===== config.mk =====
export PLATFORM = sky130hd
export DESIGN_NAME = down_timer_flat
export DESIGN_NICKNAME = d
export VERILOG_FILES = /design/src/rtl/down_timer_pkg.sv /design/src/rtl/down_timer_if.sv /design/src/rtl/down_timer_core.sv /design/src/rtl/down_timer.sv /design/src/flat_wrapper.sv
export SDC_FILE = /design/constraint.sdc
export NUM_CORES = 1
export LEC_CHECK = 0
export CAP_MARGIN = 25
export CORE_MARGIN = 2
export CORE_UTILIZATION = 49
export DETAILED_ROUTE_END_ITERATION = 6
export MAX_ROUTING_LAYER = met4
export PLACE_DENSITY = 0.77
export SLEW_MARGIN = 15
export SYNTH_ARGS = -nofsm -noshare
export SYNTH_HDL_FRONTEND = slang
export SYNTH_SLANG_ARGS = --single-unit
export TNS_END_PERCENT = 30

===== constraint.sdc =====
create_clock -name Clk -period 2.5 [get_ports Clk]
set_clock_uncertainty 0.2 [all_clocks]
set_input_delay 0.375 -clock Clk [delete_from_list [all_inputs] [get_ports Clk]]
set_output_delay 0.375 -clock Clk [all_outputs]
set_load 0.01 [all_outputs]

===== src/rtl/down_timer_pkg.sv =====
// -----------------------------------------------------------------------------
// down_timer_pkg
// Shared types and constants for the loadable down-counter / timer.
//   DT_WIDTH   : default counter and load-value width
//   dt_state_e : controller states
//   dt_op_e    : datapath operation chosen by the controller each cycle
// -----------------------------------------------------------------------------
package down_timer_pkg;

  localparam int DT_WIDTH = 16;

  typedef enum logic [1:0] {
    ST_IDLE,
    ST_RUN,
    ST_HOLD,
    ST_DONE
  } dt_state_e;

  // One operation per edge keeps the Load > terminal-count > Pause > Start
  // priority in a single place (the controller), not spread over the datapath.
  typedef enum logic [2:0] {
    OP_HOLD,
    OP_LOAD,
    OP_DEC,
    OP_RELOAD,
    OP_CLEAR
  } dt_op_e;

endpackage


===== src/rtl/down_timer_if.sv =====
// -----------------------------------------------------------------------------
// down_timer_if
// Control/status bundle of the down-timer.
//   master : drives Load, Load_Val, Start, Pause, Auto_Reload; reads status
//   slave  : the timer; reads controls, drives Y, Tc, Busy, Done
// -----------------------------------------------------------------------------
interface down_timer_if #(
  parameter int WIDTH = down_timer_pkg::DT_WIDTH
);

  logic             Load;
  logic [WIDTH-1:0] Load_Val;
  logic             Start;
  logic             Pause;
  logic             Auto_Reload;
  logic [WIDTH-1:0] Y;
  logic             Tc;
  logic             Busy;
  logic             Done;

  modport master (
    output Load, Load_Val, Start, Pause, Auto_Reload,
    input  Y, Tc, Busy, Done
  );

  modport slave (
    input  Load, Load_Val, Start, Pause, Auto_Reload,
    output Y, Tc, Busy, Done
  );

endinterface


===== src/rtl/down_timer_core.sv =====
// -----------------------------------------------------------------------------
// down_timer_core
// Datapath of the down-timer: count register, reload register, decrementer
// and the compares the controller needs.
//   clk, rst_n        : clock, async active-low reset
//   op_i              : operation for this edge (hold/load/dec/reload/clear)
//   load_val_i        : value captured on OP_LOAD
//   y_o               : registered count
//   y_is_one_o        : count equals 1 (terminal-count step pending)
//   y_is_zero_o       : count equals 0
//   rld_is_zero_o     : reload register equals 0
//   load_val_zero_o   : load_val_i equals 0
// -----------------------------------------------------------------------------
module down_timer_core
  import down_timer_pkg::*;
#(
  parameter int WIDTH = DT_WIDTH
) (
  input  logic             clk,
  input  logic             rst_n,
  input  dt_op_e           op_i,
  input  logic [WIDTH-1:0] load_val_i,
  output logic [WIDTH-1:0] y_o,
  output logic             y_is_one_o,
  output logic             y_is_zero_o,
  output logic             rld_is_zero_o,
  output logic             load_val_zero_o
);

  localparam logic [WIDTH-1:0] ONE = WIDTH'(1);

  logic [WIDTH-1:0] y_q, y_d;
  logic [WIDTH-1:0] rld_q, rld_d;

  always_comb begin
    y_d   = y_q;
    rld_d = rld_q;
    unique case (op_i)
      OP_LOAD: begin
        y_d   = load_val_i;
        rld_d = load_val_i;
      end
      // The controller only decrements above 1; the guard keeps the count
      // from ever wrapping even if that changes.
      OP_DEC:    if (y_q != '0) y_d = y_q - ONE;
      OP_RELOAD: y_d = rld_q;
      OP_CLEAR:  y_d = '0;
      default:   ;
    endcase
  end

  always_ff @(posedge clk or negedge rst_n) begin
    if (!rst_n) begin
      y_q   <= '0;
      rld_q <= '0;
    end else begin
      y_q   <= y_d;
      rld_q <= rld_d;
    end
  end

  assign y_o             = y_q;
  assign y_is_one_o      = (y_q == ONE);
  assign y_is_zero_o     = (y_q == '0);
  assign rld_is_zero_o   = (rld_q == '0);
  assign load_val_zero_o = (load_val_i == '0);

endmodule


===== src/rtl/down_timer.sv =====
// -----------------------------------------------------------------------------
// down_timer
// Loadable down-counter with one-shot / auto-reload terminal count.
//   Clk   : clock, all state changes on the rising edge
//   Rst_n : async active-low reset
//   bus   : down_timer_if.slave
//           in : Load, Load_Val, Start, Pause, Auto_Reload
//           out: Y (count), Tc (1-cycle terminal count), Busy (RUN/HOLD),
//                Done (level, DONE)
//
// state | meaning
// ------+--------------------------------------------------------------
// IDLE  | stopped, waiting for Load/Start
// RUN   | counting down one per edge
// HOLD  | paused, count frozen
// DONE  | one-shot finished, Y = 0, Start restarts from reload register
// -----------------------------------------------------------------------------
module down_timer
  import down_timer_pkg::*;
#(
  parameter int WIDTH = DT_WIDTH
) (
  input  logic         Clk,
  input  logic         Rst_n,
  down_timer_if.slave  bus
);

  dt_state_e        state_q, state_d;
  dt_op_e           op;
  logic             tc_q, tc_d;
  logic             busy_q, busy_d;
  logic             done_q, done_d;

  logic [WIDTH-1:0] y;
  logic             y_is_one;
  logic             y_is_zero;
  logic             rld_is_zero;
  logic             lv_zero;

  down_timer_core #(
    .WIDTH (WIDTH)
  ) u_core (
    .clk             (Clk),
    .rst_n           (Rst_n),
    .op_i            (op),
    .load_val_i      (bus.Load_Val),
    .y_o             (y),
    .y_is_one_o      (y_is_one),
    .y_is_zero_o     (y_is_zero),
    .rld_is_zero_o   (rld_is_zero),
    .load_val_zero_o (lv_zero)
  );

  // State register and registered flags.
  always_ff @(posedge Clk or negedge Rst_n) begin
    if (!Rst_n) begin
      state_q <= ST_IDLE;
      tc_q    <= 1'b0;
      busy_q  <= 1'b0;
      done_q  <= 1'b0;
    end else begin
      state_q <= state_d;
      tc_q    <= tc_d;
      busy_q  <= busy_d;
      done_q  <= done_d;
    end
  end

  // Next-state logic.
  always_comb begin
    state_d = state_q;
    unique case (state_q)
      ST_IDLE: begin
        // A same-cycle Load supplies the value Start looks at.
        if (bus.Load)
          state_d = (bus.Start && !lv_zero) ? ST_RUN : ST_IDLE;
        else if (bus.Start && !y_is_zero)
          state_d = ST_RUN;
      end
      ST_RUN: begin
        if (bus.Load)
          state_d = lv_zero ? ST_IDLE : ST_RUN;
        else if (y_is_one)
          state_d = bus.Auto_Reload ? ST_RUN : ST_DONE;
        else if (bus.Pause)
          state_d = ST_HOLD;
      end
      ST_HOLD: begin
        // Leaving HOLD takes the step on the same edge, so a pause that is
        // sampled high for P edges delays terminal count by exactly P.
        if (bus.Load)
          state_d = lv_zero ? ST_IDLE : ST_HOLD;
        else if (!bus.Pause)
          state_d = (y_is_one && !bus.Auto_Reload) ? ST_DONE : ST_RUN;
      end
      ST_DONE: begin
        if (bus.Load)
          state_d = (bus.Start && !lv_zero) ? ST_RUN : ST_IDLE;
        else if (bus.Start && !rld_is_zero)
          state_d = ST_RUN;
      end
    endcase
  end

  // Output / datapath-command logic.
  always_comb begin
    op   = OP_HOLD;
    tc_d = 1'b0;
    if (bus.Load) begin
      op = OP_LOAD;
    end else begin
      unique case (state_q)
        ST_RUN, ST_HOLD: begin
          // Terminal count beats Pause while running; in HOLD only a
          // released Pause lets the step happen.
          if ((state_q == ST_RUN) || !bus.Pause) begin
            if (y_is_one) begin
              tc_d = 1'b1;
              op   = bus.Auto_Reload ? OP_RELOAD : OP_CLEAR;
            end else if (!bus.Pause) begin
              op = OP_DEC;
            end
          end
        end
        ST_DONE: if (bus.Start && !rld_is_zero) op = OP_RELOAD;
        default: ;
      endcase
    end
    busy_d = (state_d == ST_RUN) || (state_d == ST_HOLD);
    done_d = (state_d == ST_DONE);
  end

  assign bus.Y    = y;
  assign bus.Tc   = tc_q;
  assign bus.Busy = busy_q;
  assign bus.Done = done_q;

endmodule


===== src/flat_wrapper.sv =====
// flat-port wrapper written by rule: the top's interface ports become plain ports
module down_timer_flat import down_timer_pkg::*;
#(
  parameter int WIDTH = DT_WIDTH
)
  (Clk, Rst_n, bus_Load, bus_Load_Val, bus_Start, bus_Pause, bus_Auto_Reload, bus_Y, bus_Tc, bus_Busy, bus_Done);
  down_timer_if #(.WIDTH(WIDTH)) bus_i ();
  input  logic Clk;
  input  logic Rst_n;
  input wire logic [$bits(bus_i.Load)-1:0] bus_Load;
  input wire logic [$bits(bus_i.Load_Val)-1:0] bus_Load_Val;
  input wire logic [$bits(bus_i.Start)-1:0] bus_Start;
  input wire logic [$bits(bus_i.Pause)-1:0] bus_Pause;
  input wire logic [$bits(bus_i.Auto_Reload)-1:0] bus_Auto_Reload;
  output wire logic [$bits(bus_i.Y)-1:0] bus_Y;
  output wire logic [$bits(bus_i.Tc)-1:0] bus_Tc;
  output wire logic [$bits(bus_i.Busy)-1:0] bus_Busy;
  output wire logic [$bits(bus_i.Done)-1:0] bus_Done;
  assign bus_i.Load = bus_Load;
  assign bus_i.Load_Val = bus_Load_Val;
  assign bus_i.Start = bus_Start;
  assign bus_i.Pause = bus_Pause;
  assign bus_i.Auto_Reload = bus_Auto_Reload;
  assign bus_Y = bus_i.Y;
  assign bus_Tc = bus_i.Tc;
  assign bus_Busy = bus_i.Busy;
  assign bus_Done = bus_i.Done;
  down_timer #(.WIDTH(WIDTH)) u_core (.Clk(Clk), .Rst_n(Rst_n), .bus(bus_i));
endmodule

Word level (Yosys, flattened, before mapping)
Cells that the tools add are included.
Operators by class
  $add $sub $neg: 1
  eq/ne operators: 12
  muxes and demuxes: 28
  reduce and logical (&&, ||, !) cells: 19
Operators by type and width (number)
  one-hot mux 16 bit (4 select lines): 1
  zero test 16 bit: 3
  2-to-1 mux 2 bit: 14
  == test 16 x 1 -> 1 bit (second input constant): 1
  2-to-1 mux 16 bit: 1
  nonzero test 16 bit: 1
  subtractor 16 x 1 -> 16 bit (second input constant): 1
  2-to-1 mux 3 bit: 4
  == test 2 bit (second input constant): 4
  one-hot mux 2 bit (4 select lines): 1
  == test 3 x 2 -> 1 bit (second input constant): 2
  2-to-1 mux 1 bit: 6
  one-hot mux 3 bit (2 select lines): 1
  zero test 1 bit: 5
  == test 2 x 1 -> 1 bit (second input constant): 2
  logical AND 1 bit: 4
  nonzero test 4 bit: 1
  == test 3 x 1 -> 1 bit (second input constant): 1
  == test 3 bit (second input constant): 1
  zero test 2 bit: 1
  logical OR 1 bit: 2
  != test 2 bit (second input constant): 1
  AND reduction 2 bit: 1
  OR reduction 2 bit: 1
Word-level totals
  bits in registers: 37
  bits of input ports: 22
  output and inout bits: 19
  logic and storage cells: 66

Depth between registers and ports, before layout
Gate-level depths: netlist (run 1).
  depth after elaboration: 9
  gate-level depth with buffers: 10
  gate-level depth less buffers: 9

Cells and area by module
A second synthesis (run 1) with hierarchy kept.
Unflattened totals
  cells, all modules: 268
  area total of the unflattened synthesis: 2451.1 um^2
By module, submodules not included
  down_timer_core: instances 1, cells each 218, area an instance 1986.9 um^2, sequential area each 800.8 um^2
  down_timer: instances 1, cells each 50, area an instance 464.2 um^2, sequential area each 125.1 um^2

Least setup slack after synthesis (run 1)
No wires, ideal clock.
  path type: reg2reg
  start: register u_core.u_core.y_q[1] (netlist: u_core.u_core.y_o[1])
  end: register u_core.u_core.y_q[4] (netlist: u_core.u_core.y_o[4])
  setup time: 0.086 ns
  arrival time: 2.341 ns
  data required time: 2.214 ns
  setup slack: -0.126 ns
  cell stages (with the launch flop): 10
  path buffers: 1
  period minus slack after synthesis: 2.626 ns
  path through: dfrtp_1 -> inv_1 -> ha_1 -> nor4b_1 -> nand4_1 -> or3_4 -> nor3_4 -> dlymetal6s2s_1 -> o21ai_0 -> a32oi_1
On the way
  cells in the longest elaborated chain, start to end: 8
  elaborated cells on any way between the ends: 16
  classes of those cells: 1 x add/sub; 6 x eq/ne; 6 x mux; 3 x reduce/logical
Ends and longest elaborated chain
  from (decl): line down_timer_core.sv:32  | logic [WIDTH-1:0] y_q, y_d;
  from (signal assigned): line down_timer_core.sv:57  | y_q <= y_d;
  == test 16 x 1 -> 1 bit: line down_timer_core.sv:63  | assign y_is_one_o = (y_q == ONE);
  2-to-1 mux 3 bit: line down_timer.sv:117  | if (y_is_one) begin
  2-to-1 mux 3 bit: line down_timer.sv:116  | if ((state_q == ST_RUN) || !bus.Pause) begin
  one-hot mux 3 bit (2 select lines): line down_timer.sv:112  | unique case (state_q)
  2-to-1 mux 3 bit: line down_timer.sv:109  | if (bus.Load) begin
  == test 3 x 2 -> 1 bit, or another cell as far along: line down_timer_core.sv:38  | unique case (op_i)
  nonzero test 4 bit (no source line) / != test 2 bit (equally long branches)
  AND reduction 2 bit (no source line)
Several ways; a longest one is shown, not always the timed one. The select of a mux whose other input is x is not followed.
A chain may end at the register's enable or synchronous reset.

Final worst setup path (run 1)
  start: register u_core.u_core.rld_q[8]
  end: register u_core.u_core.y_q[12] (netlist: u_core.u_core.y_o[12])
On the way
  cells in the longest elaborated chain, start to end: 9
  elaborated cells on any way between the ends: 14
  classes of those cells: 5 x eq/ne; 4 x mux; 5 x reduce/logical
Ends and longest elaborated chain
  from (decl): line down_timer_core.sv:33  | logic [WIDTH-1:0] rld_q, rld_d;
  from (signal assigned): line down_timer_core.sv:58  | rld_q <= rld_d;
  zero test 16 bit *: line down_timer_core.sv:65  | assign rld_is_zero_o = (rld_q == '0);
  zero test 1 bit *: line down_timer.sv:125  | ST_DONE: if (bus.Start && !rld_is_zero) op = OP_RELOAD;
  logical AND 1 bit *: line down_timer.sv:125
  2-to-1 mux 2 bit *: line down_timer.sv:125
  one-hot mux 3 bit (2 select lines) *: line down_timer.sv:112
  2-to-1 mux 3 bit *: line down_timer.sv:109
  == test 3 x 2 -> 1 bit, or another cell as far along: line down_timer_core.sv:38
  nonzero test 4 bit (no source line) / != test 2 bit (equally long branches)
  AND reduction 2 bit (no source line)
Mark *: on every way between the ends. The rest lies on a longest branch, timed or not.

==> results of run 1 <==
power groups by stage:
stage / Sequential (mW) / Clock (mW) / Combinational [mW]
CTS: 0.790 / 0.446 / 1.23
global route: 0.806 / 0.483 / 1.38
finish: 0.795 / 0.446 / 1.28
global placement: 0.795 / 0 / 1.16
detailed placement: 0.801 / 0 / 1.18
floorplan: 0.853 / 0 / 0.522
flip-flops by register name (all words and copies together) (netlist names):
name,cells
u_core.u_core.y_o,16
u_core.u_core.rld_q,16
u_core.state_q,2
u_core.bus.Tc,1
u_core.bus.Done,1
u_core.bus.Busy,1
synthesized netlist by cell type (all sizes together) (7+ instances only):
cell type	n	share of area, %
nor4	10	2.9
xnor2	10	3.4
inv	27	3.9
nor2	7	1.0
nor3	7	2.0
mux2	13	5.7
a21oi	19	3.9
a32oi	12	4.1
ha	8	3.9
buf	8	2.2
or4	9	2.9
dfrtp	37	36
nand2	9	1.4
a211o	12	4.1
o21ai	25	5.0
worst paths after layout:
check | startpoint | slack, ns | cells after the start | end
min reg2reg | u_core.u_core.rld_q[1] | 0.41 | 2 | u_core.u_core.rld_q[1]
min in group asynchronous | Rst_n | 0.51 | 2 | u_core.u_core.y_o[10]
max | u_core.u_core.rld_q[8] | -0.21 | 8 | u_core.u_core.y_o[12]
max reg2reg | u_core.u_core.rld_q[8] | -0.21 | 8 | u_core.u_core.y_o[12]
max in group asynchronous | Rst_n | 1.01 | 2 | u_core.u_core.y_o[2]
min | u_core.u_core.rld_q[1] | 0.41 | 2 | u_core.u_core.rld_q[1]
logic make-up after synthesis:
family,synth area share (%)
AO/OA/AOI/OAI,27.34
flip-flops,36.06
buffers and inverters,7.359
AND/OR/NAND/NOR,15.50
multiplexers,6.092
adder cells (fa/ha/maj),3.899
XOR/XNOR,3.752
per-layer routing:
metal / GRT usage (%) / up-vias
met1: 41.83 / 1300
met5: - / -
li1: - / 1268
met3: 5.450 / 24
met2: 46.64 / 148
met4: 10.73 / 0
metrics by stage:
step | total power [mW] | cells
after floorplan | 1.375 | 272
after global placement | 1.955 | 434
after detailed placement | 1.983 | 434
after CTS | 2.465 | 445
after global routing | 2.668 | 451
final | 2.523 | 451
what timing repair did:
| action | in CTS | in global routing |
|---|---|---|
| buffers inserted | 2 | 4 |
| hold buffers | 1 | 0 |
| hold endpoints to repair | 4 | 0 |
| cloned | 0 | 2 |
| resized for setup | 18 | 9 |
| endpoints found under the setup margin | 18 | 18 |
| pin swaps | 7 | 6 |
worst max-delay path: cells and delay by family (launching register included):
| kind | cells | cell delay [ns] |
|---|---|---|
| buffers and inverters | 2 | 0.36 |
| AND/OR/NAND/NOR | 2 | 0.65 |
| AO/OA/AOI/OAI | 4 | 1.00 |
| flip-flops | 1 | 0.40 |
final cells by class:
class	instances	share of cell area [%]
multi-input cells	194	41.47
repair buffers	115	26.37
flip-flops and latches	37	24.64
inverters	27	2.694
well taps	70	2.328
clock buffers	7	2.295
clock inverters	1	0.1995
==> results.yml, run 1 <==
sta:
  maxSlewHeadroom_pct: 43.29
  post-route-period-util_pct: 108.4
  tns_ns: -2.489
  fmax_mhz: 369.1
  fin_crit_ns: 2.710
  tightestPinTransition_ns: 0.8506
  worst_slack_ns: -0.2096
  fin_hold_ws_ns: 0.4112
  finalSetupViolations: 18
  final_max_slew_viol_count: 0
  rsz0062_at_grt: "yes"
  hold_viol: 0
cts:
  htreeDepth: 2
  cts_made_buffers: 5
  cts.path.max_buffers: 2
  cts_tree: "done"
  path_clk_slew_ns: 0.07
  root_buffer: "clkbuf_8"
  clk_latency_ns: 0.30
  cts_num_sinks: 37
global_route:
  grt_pass1_wl_microns: 13660
  grt_pass1_vias: 2684
  grt_overflow: 0
  grt_max_degree: 38
  antenna_found_initial: 0
  track_usage_pct: 30.76
yosys:
  synth_edf_count: 0
  synth.avg_cell_area_sq_um: 9.439
  ys_seq_area_share_pct: 36.06
  netlist_area_sq_um: 2567
  ys_warn_count: 0
  yosys_most_used_dff: "dfrtp_1"
  postSynthCellCount: 272
  synth_cell_types: 60
  synthArstFlopShare_pct: 100.0
  ys_seq_elements: 37
  synth.net_count: 302
floorplanning:
  rows: 26
  start_util_pct: 50.59
  core_sq_um: 5075
  die_w_microns: 76.39
  io_pins: 41
  die-area_sq_um: 5835
  die_h_microns: 76.39
cells_and_area:
  design_area_sq_um: 3762
  final_net_count: 410
  layout_common_cells: "buf_4, clkdlybuf4s50_1, dfrtp_1, inv_1, o21ai_0"
  areaGrowthSynthToFinish_pct: 46.54
  multiInputGateArea_sq_um: 1560
  n_antenna_cell: 0
  final_core_util_pct: 74.14
  fillCellCount: 383
  regArea_sq_um: 927.1
  layout-drive-gt1-share_pct: 33.07
  final_common_cell: "buf_4"
power_and_ir_drop:
  switchingPower_mw: 0.9563
  seqPwrFrac_pct: 31.5
  combPwrFrac_pct: 50.8
  power_density_nw_per_um2: 670.5
  power_frac_clock_pct: 17.7
  p_leak_nw: 1.563
  vdd_drop_max_uv: 488.7
  netSwitchingFraction_pct: 37.91
  p_int_mw: 1.567
drt:
  vias: 2740
  first_pass_iters: 5
  dr_wl_met2_microns: 4032
  met3_length_microns: 709
  wl_per_cell_microns: 19.01
  drc: 0
  wl_met1_microns: 3599
  top_layer_used: "met4"
  finalWirelength_microns: 8573
  vias_per_cell: 6.075
  ant_nets: 0
  drt_iter0_drc: 383
critical_path:
  cp_slowest_stage_delay_ns: 0.56
  crit_path_max_fanout: 3
  required_ns: 2.48
  crit_type: "reg -> reg"
  setup.worst_path.start_class: "register"
  crit_chain: "or4_4, o41ai_2, buf_4, o32ai_2, a22oi_2, buf_4, nand3b_1, a22o_1"
  cpMaxStageDelayCell: "or4_4"
  crit_top_cell: "buf_4"
  critPathArrivalTime_ns: 2.69
  end_kind: "register"
placed_design:
  portBuffers: 40
  dp_hpwl_microns: 6227
  dpl_cell_area_sq_um: 3486
  routabilityCongestion: 0.9842
  place_ws_ns: -0.2360
run_status:
  violations: "negative setup slack"
  outcome: "finished with violations"
run:
  drv_cap: 0
worst_hold_path:
  hold_path_class: "reg -> reg"
(Power assumes the default switching activity.)
==> run 2: changes to the inputs <==
ABC_CLOCK_PERIOD_IN_PS = 2500   (was default)
CORE_UTILIZATION = 50   (was 49)
CTS_BUF_LIST = sky130_fd_sc_hd__clkbuf_8   (was default)
PLACE_DENSITY = 0.79   (was 0.77)
SYNTH_HIERARCHICAL = 1   (was default)
==> run 2 against run 1 <==
  * The flow finishes with violations (design-rule violations, negative setup slack)
  * First-iteration DRC count increased by 110%
  * Synthesized area shrank 4.5%
  * Cell area rose by 17%
  * Routed wire length increased by 61%
  * Critical path type unchanged
  * Largest cell class unchanged
==> results.yml, run 2 <==
yosys:
  yosys_most_used_dff: "dfrtp_1"
  synthMostInstantiatedCell: "dfrtp_1"
  synth_area_leaders: "dfrtp_1, mux2_2, o21ai_0"
  synth_cell_types: 57
  ys_warn_count: 6
  synth_top_family_by_area: "compound AO/OA/AOI/OAI gates"
  synthArstFlopShare_pct: 100.0
  netlist_area_sq_um: 2451
  postSynthCellCount: 268
  synthSimpleGateAreaFrac_pct: 20.83
  synth_top_cell_by_area: "dfrtp_1"
  synthTopCellsByCount: "dfrtp_1, nor2_1, o21ai_0, nand2_1, mux2_2"
  synthXorXnorAreaFrac_pct: 0.3573
  synth-compound-area-share_pct: 25.68
  synth.avg_cell_area_sq_um: 9.146
  muxShareOfSynthArea_pct: 7.351
  synth_edf_count: 0
  synth.net_count: 297
  synth.top_cell.area_share_pct: 37.77
  ys_seq_area_share_pct: 37.77
  synthAdderAreaFrac_pct: 3.573
  ys_seq_elements: 37
floorplanning:
  rows: 25
  core_sq_um: 4723
  start_util_pct: 51.89
  die_w_microns: 74.02
  io_pins: 41
  die-area_sq_um: 5478
  die_h_microns: 74.02
sta:
  final_max_slew_viol_count: 0
  tightestPinTransition_ns: 0.6600
  worst_slack_ns: -0.9789
  rsz0062_at_grt: "yes"
  maxSlewHeadroom_pct: 55.66
  finalSetupViolations: 36
  post-route-period-util_pct: 139.2
  hold_viol: 0
  fmax_mhz: 287.4
  fin_crit_ns: 3.479
  fin_hold_ws_ns: 0.3486
drt:
  ant_nets: 0
  vias: 3619
  finalWirelength_microns: 13810
  wl_per_cell_microns: 27.67
  drc: 17
  first_pass_iters: 7
  drt_iter0_drc: 806
  vias_per_cell: 7.253
critical_path:
  crit_type: "reg -> reg"
  crit_path_max_fanout: 7
  cpMaxStageDelayCell: "or4_4"
  reg2reg_slack_ns: -0.98
  cp_slowest_stage_delay_ns: 0.55
  critPathArrivalTime_ns: 3.46
  end_kind: "register"
  setup.worst_path.start_class: "register"
  required_ns: 2.48
  crit_chain: "or4_4, or2_4, nor2_4, buf_6, a41oi_4, a21boi_2, buf_4, nand2b_4, o221ai_2, nand2_1, a22o_1"
power_and_ir_drop:
  p_int_mw: 1.955
  netSwitchingFraction_pct: 41.98
  power_frac_clock_pct: 14.9
  power_density_nw_per_um2: 767.2
  vdd_drop_max_uv: 474.6
  seqPwrFrac_pct: 26.2
  total_power_mw: 3.370
  combPwrFrac_pct: 58.9
  p_leak_nw: 1.879
  switchingPower_mw: 1.415
cts:
  path_clk_slew_ns: 0.09
  cts.path.max_buffers: 2
  cts_tree: "done"
  root_buffer: "clkbuf_8"
  cts_made_buffers: 5
  cts_num_sinks: 37
  clk_latency_ns: 0.31
  htreeDepth: 2
cells_and_area:
  final_net_count: 460
  final_common_cell: "buf_4"
  areaGrowthSynthToFinish_pct: 79.22
  layout_common_cells: "buf_4, clkdlybuf4s50_1, dfrtp_1, nor2_1, nand2_1"
  n_antenna_cell: 0
  layout-drive-gt1-share_pct: 50.93
worst_hold_path:
  hold_path_class: "in -> async"
global_route:
  track_usage_pct: 44.13
  grt_pass1_wl_microns: 17110
  grt_max_degree: 22
  grt_pass1_vias: 3182
  antenna_found_initial: 0
  grt_overflow: 0
placed_design:
  routabilityCongestion: 0.9676
  dp_hpwl_microns: 6229
  portBuffers: 40
run_status:
  outcome: "finished with violations"
  violations: "design-rule violations, negative setup slack"
run:
  drv_cap: 0
-- run 2: cell types whose count changed in the layout (fill, tap and decap cells not counted), moves of 8 or more --
| cell | previous run | this run |
|---|---|---|
| nor2_1 | 7 | 17 |
| xnor2_1 | 10 | 1 |
| o21ai_0 | 23 | 5 |
| a32oi_1 | 12 | 1 |
| inv_1 | 26 | 7 |
| o21ai_1 | 1 | 14 |
| nand2_1 | 7 | 15 |
| o21ai_2 | 0 | 11 |
| buf_4 | 68 | 109 |
| a211o_1 | 12 | 0 |
-- run 2: path summary, 6_finish.rpt --
path                       depth (start not counted)                     from                      end
max in group asynchronous                          3                    Rst_n     u_core/u_core/y_o[0]
hold reg to reg                                    2  u_core/u_core/rld_q[15]  u_core/u_core/rld_q[15]
setup reg to reg                                  11     u_core/u_core/y_o[8]     u_core/u_core/y_o[8]
setup / recovery                                  11     u_core/u_core/y_o[8]     u_core/u_core/y_o[8]
min in group Clk                                   2  u_core/u_core/rld_q[15]  u_core/u_core/rld_q[15]
hold / removal                                     2                    Rst_n     u_core/u_core/y_o[7]
-- run 2: area by class of cell --
| type | instances | area [sq um] |
|---|---|---|
| multi-input combinational | 212 | 1808 |
| fill | 150 | 330.3 |
| inverter | 9 | 41.29 |
| sequential | 37 | 929.6 |
| clock buffer | 7 | 96.34 |
| clock inverter | 1 | 5.005 |
| timing repair buffer | 166 | 1429 |
| tap | 67 | 83.83 |
-- run 2: kinds of logic (layout without fill, tap and decap cells) --
group | after synthesis | after routing
buffers and inverters | 21 | 183
adder cells (fa/ha/maj) | 7 | 7
multiplexers | 16 | 16
AND/OR/NAND/NOR | 93 | 94
XOR/XNOR | 1 | 1
flip-flops | 37 | 37
AO/OA/AOI/OAI | 93 | 94
-- run 2: per-layer routing --
metal  track usage (%)  wire (microns)  up-vias
met4             28.48            1480        0
met1             52.76            4565     1674
met5                 -               0        -
met2             66.87            5966      421
li1                  -               -     1354
met3             10.03            1797      170
-- run 2: power by group through the flow --
stage / clock [mW] / sequential, mW / combinational [mW]
final: 0.502 / 0.884 / 1.98
after global routing: 0.519 / 0.890 / 2.03
after CTS: 0.465 / 0.851 / 1.63
after detailed placement: 0 / 0.862 / 1.46
after global placement: 0 / 0.850 / 1.42
after floorplan: 0 / 0.940 / 0.603
-- run 2: critical path: cells and delay by family, from the launching register on --
family / cells / cell delay [ns]
compound gates: 4 / 1.09
buf+inv: 2 / 0.35
flops: 1 / 0.42
simple gates: 5 / 1.29
-- run 2: what timing repair did --
action / 4_1_cts / 5_1_grt
pin swaps: 8 / 21
buffers inserted: 11 / 8
resized for setup: 50 / 44
hold endpoints to repair: 16 / 0
cloned: 2 / 1
setup endpoints to repair: 34 / 35
hold buffers: 1 / 0
-- run 2: metrics by stage --
stage / TNS, ns / util [%] / cells / area, sq um / worst slack (ns)
finish: -27.17 / 93.01 / 499 / 4393 / -0.9789
global route: -28.29 / 93.01 / 499 / 4393 / -1.024
CTS: -13.41 / 87.92 / 490 / 4153 / -0.4701
detailed placement: -14.31 / 78.91 / 468 / 3727 / -0.5466
global placement: -12.58 / 78.91 / 468 / 3727 / -0.5025
floorplan: -13.57 / - / 268 / 2570 / -0.5324
